--- config.mk ---
export PLATFORM = sky130hd
export DESIGN_NAME = hls_run_sequencer_flat
export DESIGN_NICKNAME = d
export VERILOG_FILES = /design/src/rtl/hls_run_sequencer_if.sv /design/src/rtl/hls_run_sequencer.sv /design/src/flat_wrapper.sv
export SDC_FILE = /design/constraint.sdc
export NUM_CORES = 1
export LEC_CHECK = 0
export ABC_AREA = 1
export BUFFER_PORTS_ARGS = -buffer_cell sky130_fd_sc_hd__buf_2
export CORE_AREA = 2 2 119 121
export CTS_CLUSTER_SIZE = 12
export DETAILED_ROUTE_END_ITERATION = 6
export DIE_AREA = 0 0 121 123
export MAX_ROUTING_LAYER = met4
export PLACE_DENSITY = 0.76
export SYNTH_ARGS = -nofsm -noshare
export SYNTH_HDL_FRONTEND = slang
export SYNTH_SLANG_ARGS = --single-unit
--- constraint.sdc ---
create_clock -name clock -period 5.35 [get_ports clock]
set_clock_uncertainty 0.05 [all_clocks]
set_input_delay 0.535 -clock clock [delete_from_list [all_inputs] [get_ports clock]]
set_output_delay 0.535 -clock clock [all_outputs]
set_load 0.01 [all_outputs]
--- src/rtl/hls_run_sequencer_if.sv ---
// Bundle of command, DUT-control, slave-RAM and result signals for hls_run_sequencer.
// master: sequencer side (takes commands, drives the Bambu top and the slave RAM port,
//         returns result records).
// slave : environment side (issues commands, models the Bambu top, consumes results).
interface hls_run_sequencer_if #(
  parameter int unsigned ADDR_W = 14,
  parameter int unsigned DATA_W = 16,
  parameter int unsigned CNT_W  = 32,
  parameter int unsigned ERR_W  = 16
);
  logic              cmd_valid;
  logic              cmd_ready;
  logic [1:0]        cmd_op;
  logic [ADDR_W-1:0] cmd_addr;
  logic [DATA_W-1:0] cmd_data;
  logic              start_port;
  logic              done_port;
  logic              S_oe_ram;
  logic              S_we_ram;
  logic [ADDR_W-1:0] S_addr_ram;
  logic [DATA_W-1:0] S_Wdata_ram;
  logic [7:0]        S_data_ram_size;
  logic [DATA_W-1:0] Sout_Rdata_ram;
  logic              Sout_DataRdy;
  logic              res_valid;
  logic              res_ready;
  logic [1:0]        res_status;
  logic [CNT_W-1:0]  res_cycles;
  logic [ERR_W-1:0]  res_errors;

  modport master (
    input  cmd_valid, cmd_op, cmd_addr, cmd_data, done_port, Sout_Rdata_ram, Sout_DataRdy,
           res_ready,
    output cmd_ready, start_port, S_oe_ram, S_we_ram, S_addr_ram, S_Wdata_ram,
           S_data_ram_size, res_valid, res_status, res_cycles, res_errors
  );

  modport slave (
    output cmd_valid, cmd_op, cmd_addr, cmd_data, done_port, Sout_Rdata_ram, Sout_DataRdy,
           res_ready,
    input  cmd_ready, start_port, S_oe_ram, S_we_ram, S_addr_ram, S_Wdata_ram,
           S_data_ram_size, res_valid, res_status, res_cycles, res_errors
  );
endinterface

--- src/rtl/hls_run_sequencer.sv ---
// Command-driven harness around a Bambu-generated top: preloads memory through the slave
// RAM port (WRITE), starts the DUT and measures start->done latency (RUN), reads memory
// back against expected words (CHECK), and emits a result record (REPORT).
// Ports:
//   clock - system clock
//   reset - asynchronous active-low reset
//   bus   - hls_run_sequencer_if.master: cmd_*, start/done, S_* slave RAM port, res_*
module hls_run_sequencer #(
  parameter int unsigned ADDR_W  = 14,
  parameter int unsigned DATA_W  = 16,
  parameter int unsigned CNT_W   = 32,
  parameter int unsigned TIMEOUT = 200000000,
  parameter int unsigned ERR_W   = 16
) (
  input logic                 clock,
  input logic                 reset,
  hls_run_sequencer_if.master bus
);

  localparam logic [2:0] StIdle   = 3'd0;
  localparam logic [2:0] StMemWr  = 3'd1;
  localparam logic [2:0] StMemRd  = 3'd2;
  localparam logic [2:0] StStart  = 3'd3;
  localparam logic [2:0] StRun    = 3'd4;
  localparam logic [2:0] StReport = 3'd5;

  localparam logic [1:0] OpWrite  = 2'b00;
  localparam logic [1:0] OpRun    = 2'b01;
  localparam logic [1:0] OpCheck  = 2'b10;

  localparam logic [CNT_W-1:0] TimeoutCnt = CNT_W'(TIMEOUT);

  logic [2:0]        state_q, state_d;
  logic [ADDR_W-1:0] addr_q, addr_d;
  logic [DATA_W-1:0] data_q, data_d;
  logic [CNT_W-1:0]  cnt_q, cnt_d;
  logic [CNT_W-1:0]  res_cycles_q, res_cycles_d;
  logic [ERR_W-1:0]  errors_q, errors_d;
  logic              checked_q, checked_d;
  logic              timed_out_q, timed_out_d;
  logic              cmd_ready_q, cmd_ready_d;

  logic [CNT_W-1:0]  cnt_inc;
  logic              tmo_hit;
  logic              mem_active;
  logic [1:0]        status;

  // Saturating increment shared by run latency and memory-access timeout.
  assign cnt_inc = (cnt_q == '1) ? cnt_q : cnt_q + 1'b1;
  assign tmo_hit = (cnt_inc >= TimeoutCnt);

  always_comb begin
    state_d      = state_q;
    addr_d       = addr_q;
    data_d       = data_q;
    cnt_d        = cnt_q;
    res_cycles_d = res_cycles_q;
    errors_d     = errors_q;
    checked_d    = checked_q;
    timed_out_d  = timed_out_q;

    case (state_q)
      StIdle: begin
        if (bus.cmd_valid && cmd_ready_q) begin
          addr_d = bus.cmd_addr;
          data_d = bus.cmd_data;
          cnt_d  = '0;
          case (bus.cmd_op)
            OpWrite: state_d = StMemWr;
            OpRun:   state_d = StStart;
            OpCheck: state_d = StMemRd;
            default: state_d = StReport;
          endcase
        end
      end
      StMemWr, StMemRd: begin
        if (bus.Sout_DataRdy) begin
          if (state_q == StMemRd) begin
            if ((bus.Sout_Rdata_ram != data_q) && (errors_q != '1)) begin
              errors_d = errors_q + 1'b1;
            end
            checked_d = 1'b1;
          end
          state_d = StIdle;
        end else begin
          cnt_d = cnt_inc;
          if (tmo_hit) begin
            timed_out_d  = 1'b1;
            res_cycles_d = TimeoutCnt;
            state_d      = StIdle;
          end
        end
      end
      StStart: begin
        // Start cycle counts as cycle 1 of the latency.
        cnt_d = CNT_W'(1);
        if (bus.done_port) begin
          res_cycles_d = CNT_W'(1);
          state_d      = StIdle;
        end else begin
          state_d = StRun;
        end
      end
      StRun: begin
        cnt_d = cnt_inc;
        if (bus.done_port) begin
          res_cycles_d = cnt_inc;
          state_d      = StIdle;
        end else if (tmo_hit) begin
          timed_out_d  = 1'b1;
          res_cycles_d = TimeoutCnt;
          state_d      = StIdle;
        end
      end
      StReport: begin
        if (bus.res_ready) begin
          errors_d    = '0;
          checked_d   = 1'b0;
          timed_out_d = 1'b0;
          state_d     = StIdle;
        end
      end
      default: state_d = StIdle;
    endcase
  end

  // Registered so cmd_ready stays low while reset is asserted.
  assign cmd_ready_d = (state_d == StIdle);

  always_ff @(posedge clock or negedge reset) begin
    if (!reset) begin
      state_q      <= StIdle;
      addr_q       <= '0;
      data_q       <= '0;
      cnt_q        <= '0;
      res_cycles_q <= '0;
      errors_q     <= '0;
      checked_q    <= 1'b0;
      timed_out_q  <= 1'b0;
      cmd_ready_q  <= 1'b0;
    end else begin
      state_q      <= state_d;
      addr_q       <= addr_d;
      data_q       <= data_d;
      cnt_q        <= cnt_d;
      res_cycles_q <= res_cycles_d;
      errors_q     <= errors_d;
      checked_q    <= checked_d;
      timed_out_q  <= timed_out_d;
      cmd_ready_q  <= cmd_ready_d;
    end
  end

  always_comb begin
    if (timed_out_q)          status = 2'b10;
    else if (errors_q != '0)  status = 2'b01;
    else if (!checked_q)      status = 2'b11;
    else                      status = 2'b00;
  end

  assign mem_active          = (state_q == StMemWr) || (state_q == StMemRd);
  assign bus.cmd_ready       = cmd_ready_q;
  assign bus.start_port      = (state_q == StStart);
  assign bus.S_we_ram        = (state_q == StMemWr);
  assign bus.S_oe_ram        = (state_q == StMemRd);
  assign bus.S_addr_ram      = mem_active ? addr_q : '0;
  assign bus.S_Wdata_ram     = (state_q == StMemWr) ? data_q : '0;
  assign bus.S_data_ram_size = mem_active ? 8'(DATA_W) : 8'd0;
  assign bus.res_valid       = (state_q == StReport);
  assign bus.res_status      = (state_q == StReport) ? status : 2'b00;
  assign bus.res_cycles      = res_cycles_q;
  assign bus.res_errors      = errors_q;

endmodule

--- src/flat_wrapper.sv ---
// flat-port wrapper written by rule: the top's interface ports become plain ports
module hls_run_sequencer_flat 
#(
  parameter int unsigned ADDR_W  = 14,
  parameter int unsigned DATA_W  = 16,
  parameter int unsigned CNT_W   = 32,
  parameter int unsigned TIMEOUT = 200000000,
  parameter int unsigned ERR_W   = 16
)
  (clock, reset, bus_cmd_valid, bus_cmd_op, bus_cmd_addr, bus_cmd_data, bus_done_port, bus_Sout_Rdata_ram, bus_Sout_DataRdy, bus_res_ready, bus_cmd_ready, bus_start_port, bus_S_oe_ram, bus_S_we_ram, bus_S_addr_ram, bus_S_Wdata_ram, bus_S_data_ram_size, bus_res_valid, bus_res_status, bus_res_cycles, bus_res_errors);
  hls_run_sequencer_if #(.ADDR_W(ADDR_W), .DATA_W(DATA_W), .CNT_W(CNT_W), .ERR_W(ERR_W)) bus_i ();
  input logic clock;
  input logic reset;
  input wire logic [$bits(bus_i.cmd_valid)-1:0] bus_cmd_valid;
  input wire logic [$bits(bus_i.cmd_op)-1:0] bus_cmd_op;
  input wire logic [$bits(bus_i.cmd_addr)-1:0] bus_cmd_addr;
  input wire logic [$bits(bus_i.cmd_data)-1:0] bus_cmd_data;
  input wire logic [$bits(bus_i.done_port)-1:0] bus_done_port;
  input wire logic [$bits(bus_i.Sout_Rdata_ram)-1:0] bus_Sout_Rdata_ram;
  input wire logic [$bits(bus_i.Sout_DataRdy)-1:0] bus_Sout_DataRdy;
  input wire logic [$bits(bus_i.res_ready)-1:0] bus_res_ready;
  output wire logic [$bits(bus_i.cmd_ready)-1:0] bus_cmd_ready;
  output wire logic [$bits(bus_i.start_port)-1:0] bus_start_port;
  output wire logic [$bits(bus_i.S_oe_ram)-1:0] bus_S_oe_ram;
  output wire logic [$bits(bus_i.S_we_ram)-1:0] bus_S_we_ram;
  output wire logic [$bits(bus_i.S_addr_ram)-1:0] bus_S_addr_ram;
  output wire logic [$bits(bus_i.S_Wdata_ram)-1:0] bus_S_Wdata_ram;
  output wire logic [$bits(bus_i.S_data_ram_size)-1:0] bus_S_data_ram_size;
  output wire logic [$bits(bus_i.res_valid)-1:0] bus_res_valid;
  output wire logic [$bits(bus_i.res_status)-1:0] bus_res_status;
  output wire logic [$bits(bus_i.res_cycles)-1:0] bus_res_cycles;
  output wire logic [$bits(bus_i.res_errors)-1:0] bus_res_errors;
  assign bus_i.cmd_valid = bus_cmd_valid;
  assign bus_i.cmd_op = bus_cmd_op;
  assign bus_i.cmd_addr = bus_cmd_addr;
  assign bus_i.cmd_data = bus_cmd_data;
  assign bus_i.done_port = bus_done_port;
  assign bus_i.Sout_Rdata_ram = bus_Sout_Rdata_ram;
  assign bus_i.Sout_DataRdy = bus_Sout_DataRdy;
  assign bus_i.res_ready = bus_res_ready;
  assign bus_cmd_ready = bus_i.cmd_ready;
  assign bus_start_port = bus_i.start_port;
  assign bus_S_oe_ram = bus_i.S_oe_ram;
  assign bus_S_we_ram = bus_i.S_we_ram;
  assign bus_S_addr_ram = bus_i.S_addr_ram;
  assign bus_S_Wdata_ram = bus_i.S_Wdata_ram;
  assign bus_S_data_ram_size = bus_i.S_data_ram_size;
  assign bus_res_valid = bus_i.res_valid;
  assign bus_res_status = bus_i.res_status;
  assign bus_res_cycles = bus_i.res_cycles;
  assign bus_res_errors = bus_i.res_errors;
  hls_run_sequencer #(.ADDR_W(ADDR_W), .DATA_W(DATA_W), .CNT_W(CNT_W), .TIMEOUT(TIMEOUT), .ERR_W(ERR_W)) u_core (.clock(clock), .reset(reset), .bus(bus_i));
endmodule
; After elaboration in Yosys (flattened, before gate mapping)
; Index checks and enable logic that the tools add are counted.
[op_classes]
n_addsub = 2
order_cmp = 1
n_eq_ne = 18
n_mux = 37
reduce_logical = 18
[ops]
columns = operator, count
row1 = $mux 32, 7
row2 = $pmux 32 s4, 1
row3 = $pmux 32 s3, 1
row4 = $mux 16, 5
row5 = $add 32x1->32 const B, 1
row6 = $eq 32x32->1 const B, 1
row7 = $ge 32x28->1 const B, 1
row8 = $pmux 16 s2, 1
row9 = $mux 3, 6
row10 = $add 16x1->16 const B, 1
row11 = $ne 16x16->1, 1
row12 = $ne 16x16->1 const B, 1
row13 = $reduce_bool 16->1, 1
row14 = $pmux 3 s5, 1
row15 = $mux 14, 1
row16 = $ne 2x2->1 const B, 6
row17 = $pmux 3 s3, 1
row18 = $mux 2, 4
row19 = $reduce_and 4->1, 2
row20 = $eq 3x2->1 const B, 2
row21 = $eq 3x3->1 const B, 2
row22 = $logic_not 3->1, 2
row23 = $mux 1, 6
row24 = $reduce_and 3->1, 2
row25 = other kinds (16), 19
[totals]
register_bits = 116
in_bits = 54
out_inout_bits = 93
word_cells = 85

; Longest topological paths before layout
[depth]
ltp_word = 7
mapped_depth = 19
depth_no_buf = 18

; Worst setup path after synthesis
; No wires, ideal clock.
[synth_path]
path_kind = register -> register
from = register u_core.cnt_q[0]
to = register u_core.res_cycles_q[10] (netlist: u_core.bus.res_cycles[10])
arrival_time_ns = 2.253
required_time_ns = 5.180
slack_ns = 2.927
path_stages_with_launch = 18
n_path_buf = 3
synth_period_minus_slack_ns = 2.423
cell_sequence = dfrtp_1 ha_1 nand3_2 inv_2 nand2_4 nor2_8 nand3_4 buf_6 buf_6 nand2_1 nand2_1 a21oi_2 nand3_4 nand3_2 nand2_2 buf_6 nand2_1 nand2_1
[synth_between]
elab_chain_cells = 6
[synth_lines]
columns = item, line_no
row1 = "start, declared", hls_run_sequencer.sv:36  ; logic [CNT_W-1:0] cnt_q, cnt_d;
row2 = "start signal, assigned", hls_run_sequencer.sv:145  ; cnt_q <= cnt_d;
row3 = $add 32x1->32 or $eq 32x32->1 (tied branches), hls_run_sequencer.sv:49  ; assign cnt_inc = (cnt_q == '1) ? cnt_q : cnt_q + 1'b1;
row4 = $mux 32 (*), hls_run_sequencer.sv:49
row5 = $ge 32x28->1, hls_run_sequencer.sv:50  ; assign tmo_hit = (cnt_inc >= TimeoutCnt);
row6 = $mux 32, --
row7 = "$mux 32, on equally long branches", --
row8 = $pmux 32 s3 (*), hls_run_sequencer.sv:62  ; case (state_q)
row9 = "end signal, assigned", hls_run_sequencer.sv:146  ; res_cycles_q <= res_cycles_d;
row10 = "end, declared", hls_run_sequencer.sv:37  ; logic [CNT_W-1:0] res_cycles_q, res_cycles_d;
; Mark *: on every way between the ends. The rest lies on a longest branch, timed or not. The select of a mux whose other input is x is not followed.
; A chain may end at the register's enable or synchronous reset.

; Final worst setup path
[layout_path]
from = register u_core.state_q[2]
to = register u_core.cnt_q[14]
[layout_between]
elab_chain_cells = 4
[layout_lines]
columns = item, line_no
row1 = "start, declared", hls_run_sequencer.sv:33  ; logic [2:0] state_q, state_d;
row2 = "start signal, assigned", hls_run_sequencer.sv:132  ; state_q <= StIdle;
row3 = "start signal, assigned", hls_run_sequencer.sv:142  ; state_q <= state_d;
row4 = $eq 3x2->1 or $eq 3x1->1 (tied branches), hls_run_sequencer.sv:62
row5 = $reduce_or 2->1, hls_run_sequencer.sv:62
row6 = $reduce_bool 4->1 (no line) or $ne 2x2->1 (tied branches), --
row7 = $reduce_and 3->1 (no line), --
; Several ways; a longest one is shown, not always the timed one.

==> flow_summary.json <==
{
  "setup_violations": 0,
  "met2_length_um": 8884,
  "final_nets": 1177,
  "crit_path_max_fanout": 34,
  "numCtsBuffers": 17,
  "wl_met1_um": 8260,
  "final_common_cell": "nand2_1",
  "min_period_ns": 3.705,
  "finalPower_mw": 3.992,
  "globalplace.congestion": 0.9426,
  "n_fill_cell": 1277,
  "io_buffers": 139,
  "clkSlewWorstSetupHoldPaths_ns": 0.05,
  "syn_to_final_growth_pct": 19.81,
  "ys_seq_area_share_pct": 41.64,
  "dieArea_um2": 14880,
  "maxSlewHeadroom_pct": 35.04,
  "drive_gt1_share_pct": 20.02,
  "grt_use_total_pct": 27.44,
  "powerDensity_nw_per_um2": 478.0,
  "mostFrequentLayoutCells": "nand2_1 (296), buf_2 (138), nor2_1 (126)",
  "drv_cap": 0,
  "leakage_nw": 4.297,
  "setup_ws_ns": 1.645,
  "rsz0062_at_grt": "false",
  "firstDrtPassIters": 7,
  "vias": 6733,
  "grt_pass1_wl_um": 31020,
  "core_area_um2": 13610,
  "fp-row-count": 43,
  "cts_sinks": 116,
  "postCtsHoldBufs": 0,
  "pin_count": 147,
  "htreeDepth": 4,
  "cts_setup_buffers": 0,
  "post_drt_wl_per_cell_um": 14.37,
  "grt.overflow.total": 0,
  "setup_tns_ns": 0,
  "crit_arrival_ns": 3.93,
  "first_iter_violations": 449,
  "wl_um": 18820,
  "routed.top_layer": "met4",
  "cts_tree": "built",
  "cts_buffer_depth": 2,
  "hold_class": "primary input to asynchronous set/reset pin",
  "antenna_cells": 0,
  "worst_pin_slew_ns": 0.9744,
  "drc": 0,
  "ir_drop_mv": 0.3274,
  "end_kind": "register",
  "worstSetupStartpointType": "register",
  "grt_pass1_vias": 6490,
  "ys_warn_count": 0,
  "viasPerCell": 5.144,
  "outcome": "finished, final reports clean",
  "synth_cell_type_count": 40,
  "syn_area_um2": 6972,
  "grt_max_degree": 78,
  "drv_slew": 0,
  "dr_wl_met3_um": 1218,
  "die_y_um": 123,
  "dp_slack_ns": 1.687,
  "max_freq_mhz": 269.9,
  "multi_input_area_um2": 3390,
  "ys_ff_latch": 116,
  "postRouteAntennaNets": 0,
  "post-route-period-util_pct": 69.24,
  "cp.required_ns": 5.58,
  "hold_violations": 0,
  "antenna_found_initial": 0,
  "clockRootBuffer": "clkbuf_16",
  "fp.dieW_um": 121,
  "synth.avg_cell_area_um2": 7.071,
  "postLayoutCoreUtil_pct": 61.37,
  "crit_type": "register to register",
  "start_util_pct": 51.22,
  "dpl.hpwl_um": 13840,
  "seqCellArea_um2": 2903,
  "reg2reg_depth": 11,
  "clock_latency_ns": 0.42,
  "post_cts_resized": 0,
  "netlist_instances": 986
}
[cells in the mapped netlist (all sizes together)]
library cell	count	area, um^2
xor2	15	131.4
nand2	301	1147
nor4	3	18.77
ha	5	62.56
conb	1	3.750
buf	18	147.6
o21ai	69	345.3
o32a	1	10.01
or3	1	6.260
nor3	19	105.1
o31ai	7	52.55
or2	12	75.07
a21oi	40	207.7
inv	126	473.0
and2	2	15.02
nand4	16	100.1
clkbuf	20	75.07
xnor2	7	61.31
nand3	53	350.3
clkinv	3	11.26
nor2	136	564.3
o22ai	11	68.82
a211oi	3	27.52
dfrtp	116	2903
o311ai	1	8.760
[per-stage QoR]
| step | hold WS [ns] | std cells | instance area, um^2 |
|---|---|---|---|
| 3_3_place_gp | 0.4009 | 1279 | 7745 |
| 2_1_floorplan | 0.1894 | 992 | 6994 |
| 3_5_place_dp | 0.4044 | 1279 | 7745 |
| 4_1_cts | 0.2501 | 1309 | 8353 |
| 5_1_grt | 0.2635 | 1309 | 8353 |
| 6_report | 0.2144 | 1309 | 8353 |
[power by group]
| part | switching (mW) | leakage, nW | internal [mW] |
|---|---|---|---|
| Clock | 0.398 | 0.293 | 0.772 |
| Combinational | 1.02 | 2.51 | 0.498 |
| Sequential | 0.165 | 1.49 | 1.14 |
[registers in the layout, summed over array words and instances (netlist names)]
register,flops
u_core.bus.res_cycles,32
u_core.cnt_q,32
u_core.bus.res_errors,16
u_core.data_q,16
u_core.addr_q,14
u_core.state_q,3
u_core.bus.cmd_ready,1
u_core.checked_q,1
u_core.timed_out_q,1
[cell families after synthesis]
logic type / synth area share (%)
flops: 41.64
other cells: 0.05379
buf+inv: 10.14
fa+ha+maj: 0.8973
simple gates: 34.17
xor+xnor: 2.764
compound gates: 10.34
[final timing paths]
check,from,slack [ns],endpoint
worst min register to register,u_core.bus.res_cycles[3],0.42,u_core.bus.res_cycles[3]
worst max register to register,u_core.state_q[2],1.65,u_core.cnt_q[14]
min in group clock,bus_cmd_addr[7],0.27,u_core.addr_q[7]
max in group asynchronous,reset,3.94,u_core.bus.res_errors[9]
worst max-delay path,u_core.state_q[2],1.65,u_core.cnt_q[14]
worst min-delay path,reset,0.21,u_core.bus.res_cycles[10]
[metal layers]
metal,global-route usage (%),vias to the layer above
met2,42.98,239
met5,-,-
met1,34.48,3090
met3,7.565,39
li1,-,3365
met4,9.375,0
[critical path, cell delays in order (launching register included)]
cell	delay (ns)
dfrtp_1	0.44
nor3_2	0.27
clkinv_1	0.47
nand2_1	0.35
inv_1	0.27
nor2_1	0.34
a211oi_2	0.06
buf_4	0.25
nand2_1	0.34
inv_1	0.44
nand2_1	0.16
o21ai_0	0.12
[area by class of cell]
class | count | share of cell area [%]
repair buffers | 145 | 8.898
inverters | 129 | 5.797
multi-input cells | 709 | 40.58
clock buffers | 21 | 5.752
well taps | 180 | 2.696
clock inverters | 9 | 1.528
flip-flops and latches | 116 | 34.75
No activity file was read; power rests on OpenSTA's default activity.
